==> src/rtl/resync_cmd_decoder_pkg.sv <==
// Shared constants and types for the ReSync fast-command decoder.
package resync_cmd_decoder_pkg;

  localparam int unsigned FRAME_W = 10;
  localparam int unsigned OP_W    = 4;
  localparam int unsigned ARG_W   = 4;
  localparam int unsigned CNT_W   = 4;
  localparam int unsigned FIX_W   = 16;

  localparam logic [OP_W-1:0] OP_NOP      = 4'h0;
  localparam logic [OP_W-1:0] OP_ADC_RST  = 4'h1;
  localparam logic [OP_W-1:0] OP_ADC_CAL  = 4'h2;
  localparam logic [OP_W-1:0] OP_DTU_RST  = 4'h3;
  localparam logic [OP_W-1:0] OP_I2C_RST  = 4'h4;
  localparam logic [OP_W-1:0] OP_ATU_RST  = 4'h5;
  localparam logic [OP_W-1:0] OP_SYNC_ON  = 4'h6;
  localparam logic [OP_W-1:0] OP_SYNC_OFF = 4'h7;
  localparam logic [OP_W-1:0] OP_FLUSH    = 4'h8;
  localparam logic [OP_W-1:0] OP_PLL_LOCK = 4'h9;
  localparam logic [OP_W-1:0] OP_TP       = 4'hA;
  localparam logic [OP_W-1:0] OP_BC0      = 4'hB;

  typedef enum logic [0:0] {
    ST_IDLE  = 1'b0,
    ST_SHIFT = 1'b1
  } state_e;

  // Opcodes 0xC-0xF are reserved and rejected.
  function automatic logic op_defined(input logic [OP_W-1:0] op);
    return op <= OP_BC0;
  endfunction

endpackage

==> src/rtl/resync_cmd_decoder_pulse_gen.sv <==
// Retriggerable fixed/run-time length pulse generator; len==0 never fires.
module resync_cmd_decoder_pulse_gen #(
  parameter int unsigned LEN_W = 8
) (
  input  logic             clock,
  input  logic             rst,
  input  logic             trig,
  input  logic             retrig,
  input  logic [LEN_W-1:0] len,
  output logic             pulse
);

  logic [LEN_W-1:0] cnt;

  // Load on trigger (only when idle unless retrigger allowed), then count down.
  always_ff @(posedge clock) begin
    if (rst) begin
      pulse <= 1'b0;
      cnt   <= '0;
    end else if (trig && (len != '0) && (retrig || !pulse)) begin
      pulse <= 1'b1;
      cnt   <= len - LEN_W'(1);
    end else if (pulse) begin
      if (cnt == '0) begin
        pulse <= 1'b0;
      end else begin
        cnt <= cnt - LEN_W'(1);
      end
    end
  end

endmodule

==> src/rtl/resync_cmd_decoder.sv <==
// ReSync serial deframer, parity check and fast-command decoder.
module resync_cmd_decoder
  import resync_cmd_decoder_pkg::*;
#(
  parameter int unsigned N_ADC   = 2,
  parameter int unsigned RST_LEN = 8,
  parameter int unsigned CAL_LEN = 4,
  parameter int unsigned ERR_W   = 8
) (
  input  logic             clock,
  input  logic             rst,
  input  logic             serial_in,
  input  logic [7:0]       tp_len,
  output logic [N_ADC-1:0] adc_rst_b,
  output logic [N_ADC-1:0] adc_cal,
  output logic             dtu_rst_b,
  output logic             i2c_rst_b,
  output logic             atu_rst_b,
  output logic             dtu_sync_mode,
  output logic             dtu_flush,
  output logic             pll_lock_start,
  output logic             catia_tp,
  output logic             bc0_mark,
  output logic             cmd_valid,
  output logic             cmd_err,
  output logic [OP_W-1:0]  last_op,
  output logic [ERR_W-1:0] err_count
);

  state_e             state;
  logic [CNT_W-1:0]   bit_cnt;
  logic [FRAME_W-1:0] sr;
  logic               done;

  logic [OP_W-1:0]    op_c;
  logic [N_ADC-1:0]   mask_c;
  logic               accept_c;
  logic               reject_c;
  logic [N_ADC-1:0]   adc_rst_trig_c;
  logic [N_ADC-1:0]   adc_cal_trig_c;
  logic [N_ADC-1:0]   adc_rst_p;
  logic               dtu_p;
  logic               i2c_p;
  logic               atu_p;

  assign op_c   = sr[FRAME_W-2 -: OP_W];
  assign mask_c = sr[1 +: N_ADC];

  // Deframer: start bit enters SHIFT, nine more bits complete the frame.
  always_ff @(posedge clock) begin
    if (rst) begin
      state   <= ST_IDLE;
      bit_cnt <= '0;
      sr      <= '0;
      done    <= 1'b0;
    end else begin
      done <= 1'b0;
      case (state)
        ST_IDLE: begin
          if (serial_in) begin
            state   <= ST_SHIFT;
            bit_cnt <= CNT_W'(1);
            sr      <= {sr[FRAME_W-2:0], serial_in};
          end
        end
        ST_SHIFT: begin
          sr <= {sr[FRAME_W-2:0], serial_in};
          if (bit_cnt == CNT_W'(FRAME_W - 1)) begin
            state   <= ST_IDLE;
            bit_cnt <= '0;
            done    <= 1'b1;
          end else begin
            bit_cnt <= bit_cnt + CNT_W'(1);
          end
        end
        default: state <= ST_IDLE;
      endcase
    end
  end

  // Decode the completed frame during the cycle after its last bit.
  always_comb begin
    accept_c       = 1'b0;
    reject_c       = 1'b0;
    adc_rst_trig_c = '0;
    adc_cal_trig_c = '0;
    if (done) begin
      accept_c = (~^sr) && op_defined(op_c) &&
                 !(((op_c == OP_ADC_RST) || (op_c == OP_ADC_CAL)) && (mask_c == '0));
      reject_c = !accept_c;
    end
    if (accept_c && (op_c == OP_ADC_RST)) adc_rst_trig_c = mask_c;
    if (accept_c && (op_c == OP_ADC_CAL)) adc_cal_trig_c = mask_c;
  end

  // Status, level and single-cycle strobe outputs.
  always_ff @(posedge clock) begin
    if (rst) begin
      cmd_valid      <= 1'b0;
      cmd_err        <= 1'b0;
      last_op        <= '0;
      err_count      <= '0;
      dtu_sync_mode  <= 1'b0;
      dtu_flush      <= 1'b0;
      pll_lock_start <= 1'b0;
      bc0_mark       <= 1'b0;
    end else begin
      cmd_valid      <= accept_c;
      cmd_err        <= reject_c;
      dtu_flush      <= accept_c && (op_c == OP_FLUSH);
      pll_lock_start <= accept_c && (op_c == OP_PLL_LOCK);
      bc0_mark       <= accept_c && (op_c == OP_BC0);
      if (accept_c) last_op <= op_c;
      if (reject_c && (err_count != '1)) err_count <= err_count + ERR_W'(1);
      if (accept_c && (op_c == OP_SYNC_ON)) begin
        dtu_sync_mode <= 1'b1;
      end else if (accept_c && (op_c == OP_SYNC_OFF)) begin
        dtu_sync_mode <= 1'b0;
      end
    end
  end

  for (genvar ch = 0; ch < N_ADC; ch++) begin : g_adc
    resync_cmd_decoder_pulse_gen #(.LEN_W(FIX_W)) u_rst (
      .clock(clock), .rst(rst), .trig(adc_rst_trig_c[ch]), .retrig(1'b1),
      .len(FIX_W'(RST_LEN)), .pulse(adc_rst_p[ch])
    );
    resync_cmd_decoder_pulse_gen #(.LEN_W(FIX_W)) u_cal (
      .clock(clock), .rst(rst), .trig(adc_cal_trig_c[ch]), .retrig(1'b1),
      .len(FIX_W'(CAL_LEN)), .pulse(adc_cal[ch])
    );
  end

  resync_cmd_decoder_pulse_gen #(.LEN_W(FIX_W)) u_dtu (
    .clock(clock), .rst(rst), .trig(accept_c && (op_c == OP_DTU_RST)), .retrig(1'b1),
    .len(FIX_W'(RST_LEN)), .pulse(dtu_p)
  );
  resync_cmd_decoder_pulse_gen #(.LEN_W(FIX_W)) u_i2c (
    .clock(clock), .rst(rst), .trig(accept_c && (op_c == OP_I2C_RST)), .retrig(1'b1),
    .len(FIX_W'(RST_LEN)), .pulse(i2c_p)
  );
  resync_cmd_decoder_pulse_gen #(.LEN_W(FIX_W)) u_atu (
    .clock(clock), .rst(rst), .trig(accept_c && (op_c == OP_ATU_RST)), .retrig(1'b1),
    .len(FIX_W'(RST_LEN)), .pulse(atu_p)
  );
  // Test pulse ignores new TP commands while active.
  resync_cmd_decoder_pulse_gen #(.LEN_W(8)) u_tp (
    .clock(clock), .rst(rst), .trig(accept_c && (op_c == OP_TP)), .retrig(1'b0),
    .len(tp_len), .pulse(catia_tp)
  );

  assign adc_rst_b = ~adc_rst_p;
  assign dtu_rst_b = ~dtu_p;
  assign i2c_rst_b = ~i2c_p;
  assign atu_rst_b = ~atu_p;

endmodule

==> config.mk <==
export PLATFORM = sky130hd
export DESIGN_NAME = resync_cmd_decoder
export DESIGN_NICKNAME = d
export VERILOG_FILES = /design/src/rtl/resync_cmd_decoder_pkg.sv /design/src/rtl/resync_cmd_decoder_pulse_gen.sv /design/src/rtl/resync_cmd_decoder.sv
export SDC_FILE = /design/constraint.sdc
export NUM_CORES = 1
export LEC_CHECK = 0
export ABC_CLOCK_PERIOD_IN_PS = 5500
export CORE_ASPECT_RATIO = 0.8
export CORE_MARGIN = 2
export CORE_UTILIZATION = 63
export DETAILED_ROUTE_END_ITERATION = 10
export HOLD_SLACK_MARGIN = 0.15
export PLACE_DENSITY = 0.82
export SETUP_SLACK_MARGIN = 0.3
export SLEW_MARGIN = 5
export SYNTH_ARGS = -nofsm -noshare
export SYNTH_HDL_FRONTEND = slang
export SYNTH_HIERARCHICAL = 1
export SYNTH_SLANG_ARGS = --single-unit
==> constraint.sdc <==
create_clock -name clock -period 5.5 [get_ports clock]
set_input_delay 0.825 -clock clock [delete_from_list [all_inputs] [get_ports clock]]
set_output_delay 0.825 -clock clock [all_outputs]
set_load 0.02 [all_outputs]
==> results by group, run 1 <==
Placement
  • Port Buffers: 36
  • Hpwl dp: 20.19 mm
  • Placer Congestion: 0.9314
  • Inst Count DP: 2046

CTS
  • Root Buffer: clkbuf_16
  • Hold Buf Count CTS: 0
  • Total CTS buffers: 17
  • Clk buf depth: 2
  • H-tree depth: 4
  • Clk pin slew, worst setup/hold paths: 0.06 ns
  • CTS tree: done
  • Clk_lat worst skew: 0.43 ns
  • Clock sink count: 162

Global routing
  • Largest net degree at the start of global routing: 78
  • GRT Util Overall: 29.84%
  • Initial antenna violation count: 0
  • Vias in the first global route: 10430
  • First-pass GRT wire length: 48.52 mm
  • Grt ovf: 0

Floorplan
  • Die area: 19400 sq um
  • Initial core utilization: 63.82%
  • FP Rows: 44
  • Die Y: 125.0 um
  • Ports: 37
  • CORE AREA: 18060 sq um
  • Die span in x: 155.2 um

Pwr
  • P_leak: 6.275 nW
  • Power Density: 183.3 nW/um^2
  • Peak VDD IR: 0.1655 mV

Timing
  • Slew Limit Fails: 0
  • Setup-failing EPs final: 0
  • Min Tclk post-route: 4.757 ns
  • TNS Setup: 0 ns
  • Final clock skew: 0.008594 ns
  • Max Freq: 210.2 MHz
  • Period utilization: 86.48%
  • Hold Violations, Final: 0
  • RSZ-0062 raised after global routing: no
  • Relative slew slack: 30.81%
  • Worst-margin pin slew: 1.028 ns

Worst setup path
  • R2R setup slack: 0.74 ns
  • CP Launch Point: sr[5]$_SDFFE_PP0P_
  • Max incr delay on CP: 0.54 ns
  • Crit. path cell count: 16
  • Critical path endpoint category: register
  • Crit-path cells: xnor2_2, xnor3_2, xnor2_2, nand3_4, nor4b_1, buf_4, and2_1, o31a_1, mux2i_1, ha_1, nand2b_1, nor3_1, o21ai_1, nor4_1, xnor2_1, a211oi_1
  • CP max stage cell: dfxtp_1
  • Crit Reg-Reg Startpoint: sr[5]$_SDFFE_PP0P_
  • WP data arrival: 5.10 ns
  • Kind of critical path: register to register
  • CP endpoint: g_adc[1].u_rst/cnt[14]$_SDFFE_PP0P_
  • Cell family with most CP delay: simple AND/OR/NAND/NOR gates
  • Crit path max fanout: 18
  • CP Data Required Time: 5.84 ns
  • R2r worst-path depth: 16
  • Most frequent CP cell: xnor2_2
  • Worst path bufs/invs: 1
  • FF-to-FF End: g_adc[1].u_rst/cnt[14]$_SDFFE_PP0P_
  • Startpoint Class: register

Synthesis
  • Mapped Area: 11520 sq um
  • Top FF cell, synth: dfxtp_1
  • Avg Cell Area, Syn: 8.256 sq um
  • Synth Instances: 1396
  • Post-synth EDFFs: 0
  • Post-synth cell types: 77
  • Sequential-to-total area share from yosys stat: 28.14%
  • Number of synthesized register bits: 162
  • Synth warn: 6
  • Asr flop ratio synth: 0%

Layout
  • Commonest non-fill, non-tap cell in the layout: conb_1
  • Inserted Diodes: 0
  • Share of cells above drive strength 1: 7.038%
  • Non-Filler Instances: 2077
  • Nets@finish: 1856
  • Most frequent cells in the layout: conb_1 (442), nor2_1 (174), dfxtp_1 (162)
  • Synth-to-layout area growth: 23.23%

Outcome
  • Status: complete, no violations

Drt
  • DR iter-0 viols: 815
  • Vias: 11310
  • Vias per std cell: 5.445
  • DRC: 0
  • Post-route antenna net violation count: 0
  • Routed wire per std cell: 13.61 um
  • Initial DRT Pass Iterations: 5
  • Routed WL: 28.26 mm

Run
  • MaxCap Viol Count: 0

Hold path
  • Worst hold path class: register to register
  • Hold_sp: sr[9]$_SDFFE_PP0P_
==> per-layer routing <==
layer / wire (um) / global-route usage (%) / vias to the layer above
met5: 0 / 0 / -
met4: 390 / 7.555 / 0
met3: 2003 / 5.581 / 32
met2: 12970 / 47.90 / 429
met1: 12890 / 41.64 / 5129
li1: - / - / 5720
==> report_power, final <==
group	internal (mW)	switching, mW
logic	0.0577	0.120
registers	1.18	0.00428
clock network	0.759	0.487
==> synthesized netlist by cell type, drive strengths merged (6+ instances only) <==
library cell | instances | area share [%]
nor2 | 174 | 5.7
dfxtp | 162 | 28
nand2 | 93 | 3.0
xnor2 | 89 | 6.9
a211oi | 75 | 5.9
nor3 | 66 | 2.9
nor4 | 61 | 3.3
or4 | 60 | 4.6
xor2 | 58 | 4.4
o21ai | 46 | 2.2
a21oi | 41 | 1.8
nand2b | 40 | 2.2
clkbuf | 35 | 1.1
inv | 31 | 1.0
or3 | 31 | 1.7
buf | 27 | 1.3
nand3 | 27 | 1.3
o31ai | 23 | 2.3
a22oi | 21 | 1.4
mux2i | 20 | 1.7
or2 | 16 | 1.0
a311oi | 15 | 1.1
o31a | 15 | 1.1
o311ai | 14 | 1.1
ha | 10 | 1.1
nor4b | 10 | 1.0
a221oi | 9 | 0.74
and2 | 9 | 0.49
and3 | 9 | 0.50
a31o | 8 | 0.61
a31oi | 8 | 0.43
o2111ai | 8 | 0.61
o211ai | 8 | 0.83
o41ai | 8 | 0.67
a2111oi | 7 | 0.91
a211o | 7 | 0.53
a21boi | 7 | 0.46
a22o | 7 | 0.53
nor2b | 7 | 0.38
o311a | 7 | 0.61
mux2 | 6 | 0.59
==> worst min-delay path, delay by kind of cell (launching register included) <==
kind | cells | cell delay (ns)
flip-flops | 1 | 0.32
AO/OA/AOI/OAI | 1 | 0.05
AND/OR/NAND/NOR | 1 | 0.05
==> final cells by class <==
class / instances / area [sq um]
clock buffer: 22 / 484.2
clock inverter: 9 / 128.9
fill: 1355 / 3855
inverter: 31 / 116.4
multi-input combinational: 1581 / 9539
sequential: 162 / 3243
tap: 230 / 287.8
timing repair buffer: 42 / 402.9
==> through the flow <==
step                      total power [mW]  worst slack [ns]  utilization, %  cell area (sq um)  hold WS, ns
final                                2.603            0.7434           78.65              14200       0.4706
after global routing                 2.701            0.3081           78.65              14200       0.4861
after floorplan                      1.346             1.294               -              13180       0.4451
after CTS                            2.606            0.7702           78.61              14190       0.4679
after global placement               1.365             1.030           75.21              13580       0.4540
after detailed placement             1.366            0.7939           75.21              13580       0.4594
==> state kept, by name (all words and copies together) (netlist names), 2 cells and up <==
register           flops
sr                    10
g_adc.u_rst/pulse      2
u_i2c/cnt             16
u_atu/cnt             16
last_op                4
err_count              8
u_tp/cnt               8
g_adc.u_cal/cnt       32
bit_cnt                4
g_adc.u_cal/pulse      2
u_dtu/cnt             16
g_adc.u_rst/cnt       32
==> kinds of logic after synthesis <==
kind of cell	share of synthesized area [%]
multiplexers	2.323
flip-flops	28.14
AO/OA/AOI/OAI	24.72
buffers and inverters	3.485
XOR/XNOR	11.51
AND/OR/NAND/NOR	28.67
adder cells (fa/ha/maj)	1.086
other	0.06516
==> worst min path at each step <==
stage	endpoint	slack, ns	cells after the start
2_1_floorplan	sr[9]$_SDFFE_PP0P_	0.45	2
3_3_place_gp	sr[9]$_SDFFE_PP0P_	0.45	2
3_5_place_dp	sr[9]$_SDFFE_PP0P_	0.46	2
4_1_cts	sr[9]$_SDFFE_PP0P_	0.47	2
5_1_grt	sr[9]$_SDFFE_PP0P_	0.49	2
6_report	sr[9]$_SDFFE_PP0P_	0.47	2
==> what timing repair did <==
| action | 4_1_cts | 5_1_grt |
|---|---|---|
| gates resized for setup | 0 | 2 |
| endpoints found under the setup margin | 0 | 3 |
| buffers inserted | 0 | 0 |
(Power assumes the default switching activity.)
==> inputs of run 2 (changes only) <==
--- a/config.mk
+++ b/config.mk
@@ -6,12 +6,10 @@
 export NUM_CORES = 1
 export LEC_CHECK = 0
 export ABC_CLOCK_PERIOD_IN_PS = 5500
-export CORE_ASPECT_RATIO = 0.8
+export CORE_ASPECT_RATIO = 1.75
 export CORE_MARGIN = 2
-export CORE_UTILIZATION = 63
+export CORE_UTILIZATION = 34
 export DETAILED_ROUTE_END_ITERATION = 10
-export HOLD_SLACK_MARGIN = 0.15
-export PLACE_DENSITY = 0.82
 export SETUP_SLACK_MARGIN = 0.3
 export SLEW_MARGIN = 5
 export SYNTH_ARGS = -nofsm -noshare
==> run 2 against run 1 <==
Cell area is 2.2% higher. Sequential power about the same. Global-route usage shrank 12 points. Via count down 1.9%. Maximum frequency down 0.90%. Register-to-register slack worse by 0.04 ns. Non-clock buffer count grew 3. Sequential cell count unchanged. Power up 0.46%. Critical path depth did not move. Core utilization fell by 35 points.
==> results by group, run 2 (synthesis gave the netlist of run 1 again) <==
Global routing
  • Initial antenna violation count: 0
  • First-pass GRT wire length: 50.41 mm
  • GRT Util Overall: 17.39%
  • Grt ovf: 0
  • Largest net degree at the start of global routing: 63
  • Vias in the first global route: 10720

Timing
  • Setup-failing EPs final: 0
  • Slew Limit Fails: 0
  • RSZ-0062 raised after global routing: yes
  • Relative slew slack: 30.76%
  • Max Freq: 208.4 MHz
  • Min Tclk post-route: 4.800 ns
  • TNS Setup: 0 ns
  • Hold Violations, Final: 0
  • Period utilization: 87.27%
  • Worst-margin pin slew: 1.029 ns
  • Final clock skew: 0.01001 ns

Floorplan
  • CORE AREA: 33520 sq um
  • FP Rows: 89
  • Die span in x: 143.2 um
  • Die Y: 247.6 um
  • Ports: 37
  • Die area: 35440 sq um
  • Initial core utilization: 34.38%

Placement
  • Placed cell area: 13900 sq um
  • Hpwl dp: 21.92 mm
  • Inst Count DP: 2274
  • Port Buffers: 36
  • Placer Congestion: 0.8807

Layout
  • Multi-input logic area: 9544 sq um
  • Commonest non-fill, non-tap cell in the layout: conb_1
  • Final Instance Area: 14520 sq um
  • Fill count: 3393
  • Area occupied by registers: 3243 sq um
  • Synth-to-layout area growth: 25.97%
  • Non-Filler Instances: 2306
  • Most frequent cells in the layout: conb_1 (442), nor2_1 (174), dfxtp_1 (162)
  • Nets@finish: 1859
  • Inserted Diodes: 0
  • Share of cells above drive strength 1: 7.131%
  • Core Util, Final: 43.31%
  • Top flop regs: g_adc.u_cal/cnt x32, g_adc.u_rst/cnt x32

Pwr
  • Combinational share of power: 6.8%
  • Clock power frac: 48.1%
  • Switching Fraction: 24.16%
  • P_leak: 6.291 nW
  • Psw: 0.6318 mW
  • Power Density: 180.1 nW/um^2
  • Cell Int Power: 1.983 mW
  • Peak VDD IR: 0.2253 mV
  • Register share of total power: 45.1%

CTS
  • Root Buffer: clkbuf_16
  • Total CTS buffers: 17
  • Clk buf depth: 2
  • Clock sink count: 162
  • # Post-CTS Setup Buffers: 0
  • CTS tree: done
  • Clk pin slew, worst setup/hold paths: 0.06 ns
  • Hold Buf Count CTS: 0
  • H-tree depth: 4
  • Clk_lat worst skew: 0.45 ns

Drt
  • DR iter-0 viols: 529
  • Post-route antenna net violation count: 0
  • Routed wire per std cell: 12.82 um
  • Routed WL: 29.56 mm
  • DRC: 0
  • Initial DRT Pass Iterations: 6
  • Vias per std cell: 4.813
  • Vias: 11100

Hold path
  • Min-Delay Endpoint: sr[9]$_SDFFE_PP0P_
  • Hold_sp: sr[9]$_SDFFE_PP0P_
  • Worst hold path class: register to register
  • Cells on Worst Hold Path: 2

Worst setup path
  • WP data arrival: 5.15 ns
  • Crit path max fanout: 24
  • Crit Reg-Reg Startpoint: sr[5]$_SDFFE_PP0P_
  • Kind of critical path: register to register
  • CP Data Required Time: 5.85 ns
  • Critical path endpoint category: register
  • FF-to-FF End: u_i2c/cnt[14]$_SDFFE_PP0P_
  • CP Launch Point: sr[5]$_SDFFE_PP0P_
  • R2r worst-path depth: 16
  • Startpoint Class: register
  • R2R setup slack: 0.70 ns

Run
  • MaxCap Viol Count: 0

Outcome
  • Status: complete, no violations
==> run 2: changes by cell type in the layout (fill, tap and decap cells not counted), sizes merged <==
cell    previous run  this run
clkbuf            22        23
buf                7        10
==> run 2: layer usage <==
| layer | GRT usage, % | part of all wire, % | vias up | wire [um] |
|---|---|---|---|---|
| met1 | 18.74 | 41 | 5127 | 12080 |
| met5 | 0 | 0 | - | 0 |
| met3 | 2.624 | 3.2 | 57 | 959 |
| li1 | - | - | 5700 | - |
| met2 | 32.62 | 53 | 214 | 15550 |
| met4 | 8.416 | 3.3 | 0 | 968 |
==> run 2: power by group through the flow <==
stage | logic [mW] | registers [mW] | clock network [mW]
finish | 0.177 | 1.18 | 1.26
global route | 0.208 | 1.18 | 1.34
CTS | 0.165 | 1.18 | 1.30
detailed placement | 0.165 | 1.21 | 0
global placement | 0.164 | 1.21 | 0
floorplan | 0.140 | 1.21 | 0
==> run 2: final cells by class <==
type / instances / area share (%)
clock inverter: 9 / 0.8877
timing repair buffer: 45 / 3.016
multi-input combinational: 1581 / 65.74
tap: 455 / 3.921
inverter: 31 / 0.8015
clock buffer: 23 / 3.292
sequential: 162 / 22.34
==> run 2: how the worst max path moves through the flow <==
stage | to | slack (ns) | cells after the start
final | u_i2c/cnt[14]$_SDFFE_PP0P_ | 0.70 | 16
after global routing | g_adc[0].u_cal/cnt[14]$_SDFFE_PP0P_ | 0.30 | 15
after CTS | u_i2c/cnt[14]$_SDFFE_PP0P_ | 0.58 | 16
after detailed placement | u_i2c/cnt[14]$_SDFFE_PP0P_ | 0.69 | 16
after global placement | u_i2c/cnt[14]$_SDFFE_PP0P_ | 0.74 | 16
after floorplan | u_dtu/cnt[14]$_SDFFE_PP0P_ | 1.29 | 19
==> run 2: what timing repair did <==
item,CTS,global route
endpoints found under the setup margin,0,4
resized for setup,0,2
hold endpoints to repair,0,0
==> run 2: metrics by stage <==
stage	power, mW	hold slack [ns]	worst slack (ns)
finish	2.615	0.4719	0.7004
global route	2.732	0.4992	0.2966
CTS	2.649	0.4699	0.5847
detailed placement	1.371	0.4606	0.6854
global placement	1.371	0.4521	0.7366
floorplan	1.346	0.4451	1.294
==> run 2: worst max-delay path, stage by stage (launching register included) <==
cell and delay, ns:
dfxtp_1 0.56, xnor2_2 0.18, xnor3_2 0.47, xnor2_2 0.28, nand3_4 0.24, nor4_2 0.37
buf_4 0.20, and2_1 0.38, o31ai_4 0.34, a22oi_1 0.24, ha_1 0.24, nand2b_1 0.18
nor3_1 0.22, o21ai_1 0.17, nor4_1 0.26, xnor2_1 0.12, a211oi_1 0.25
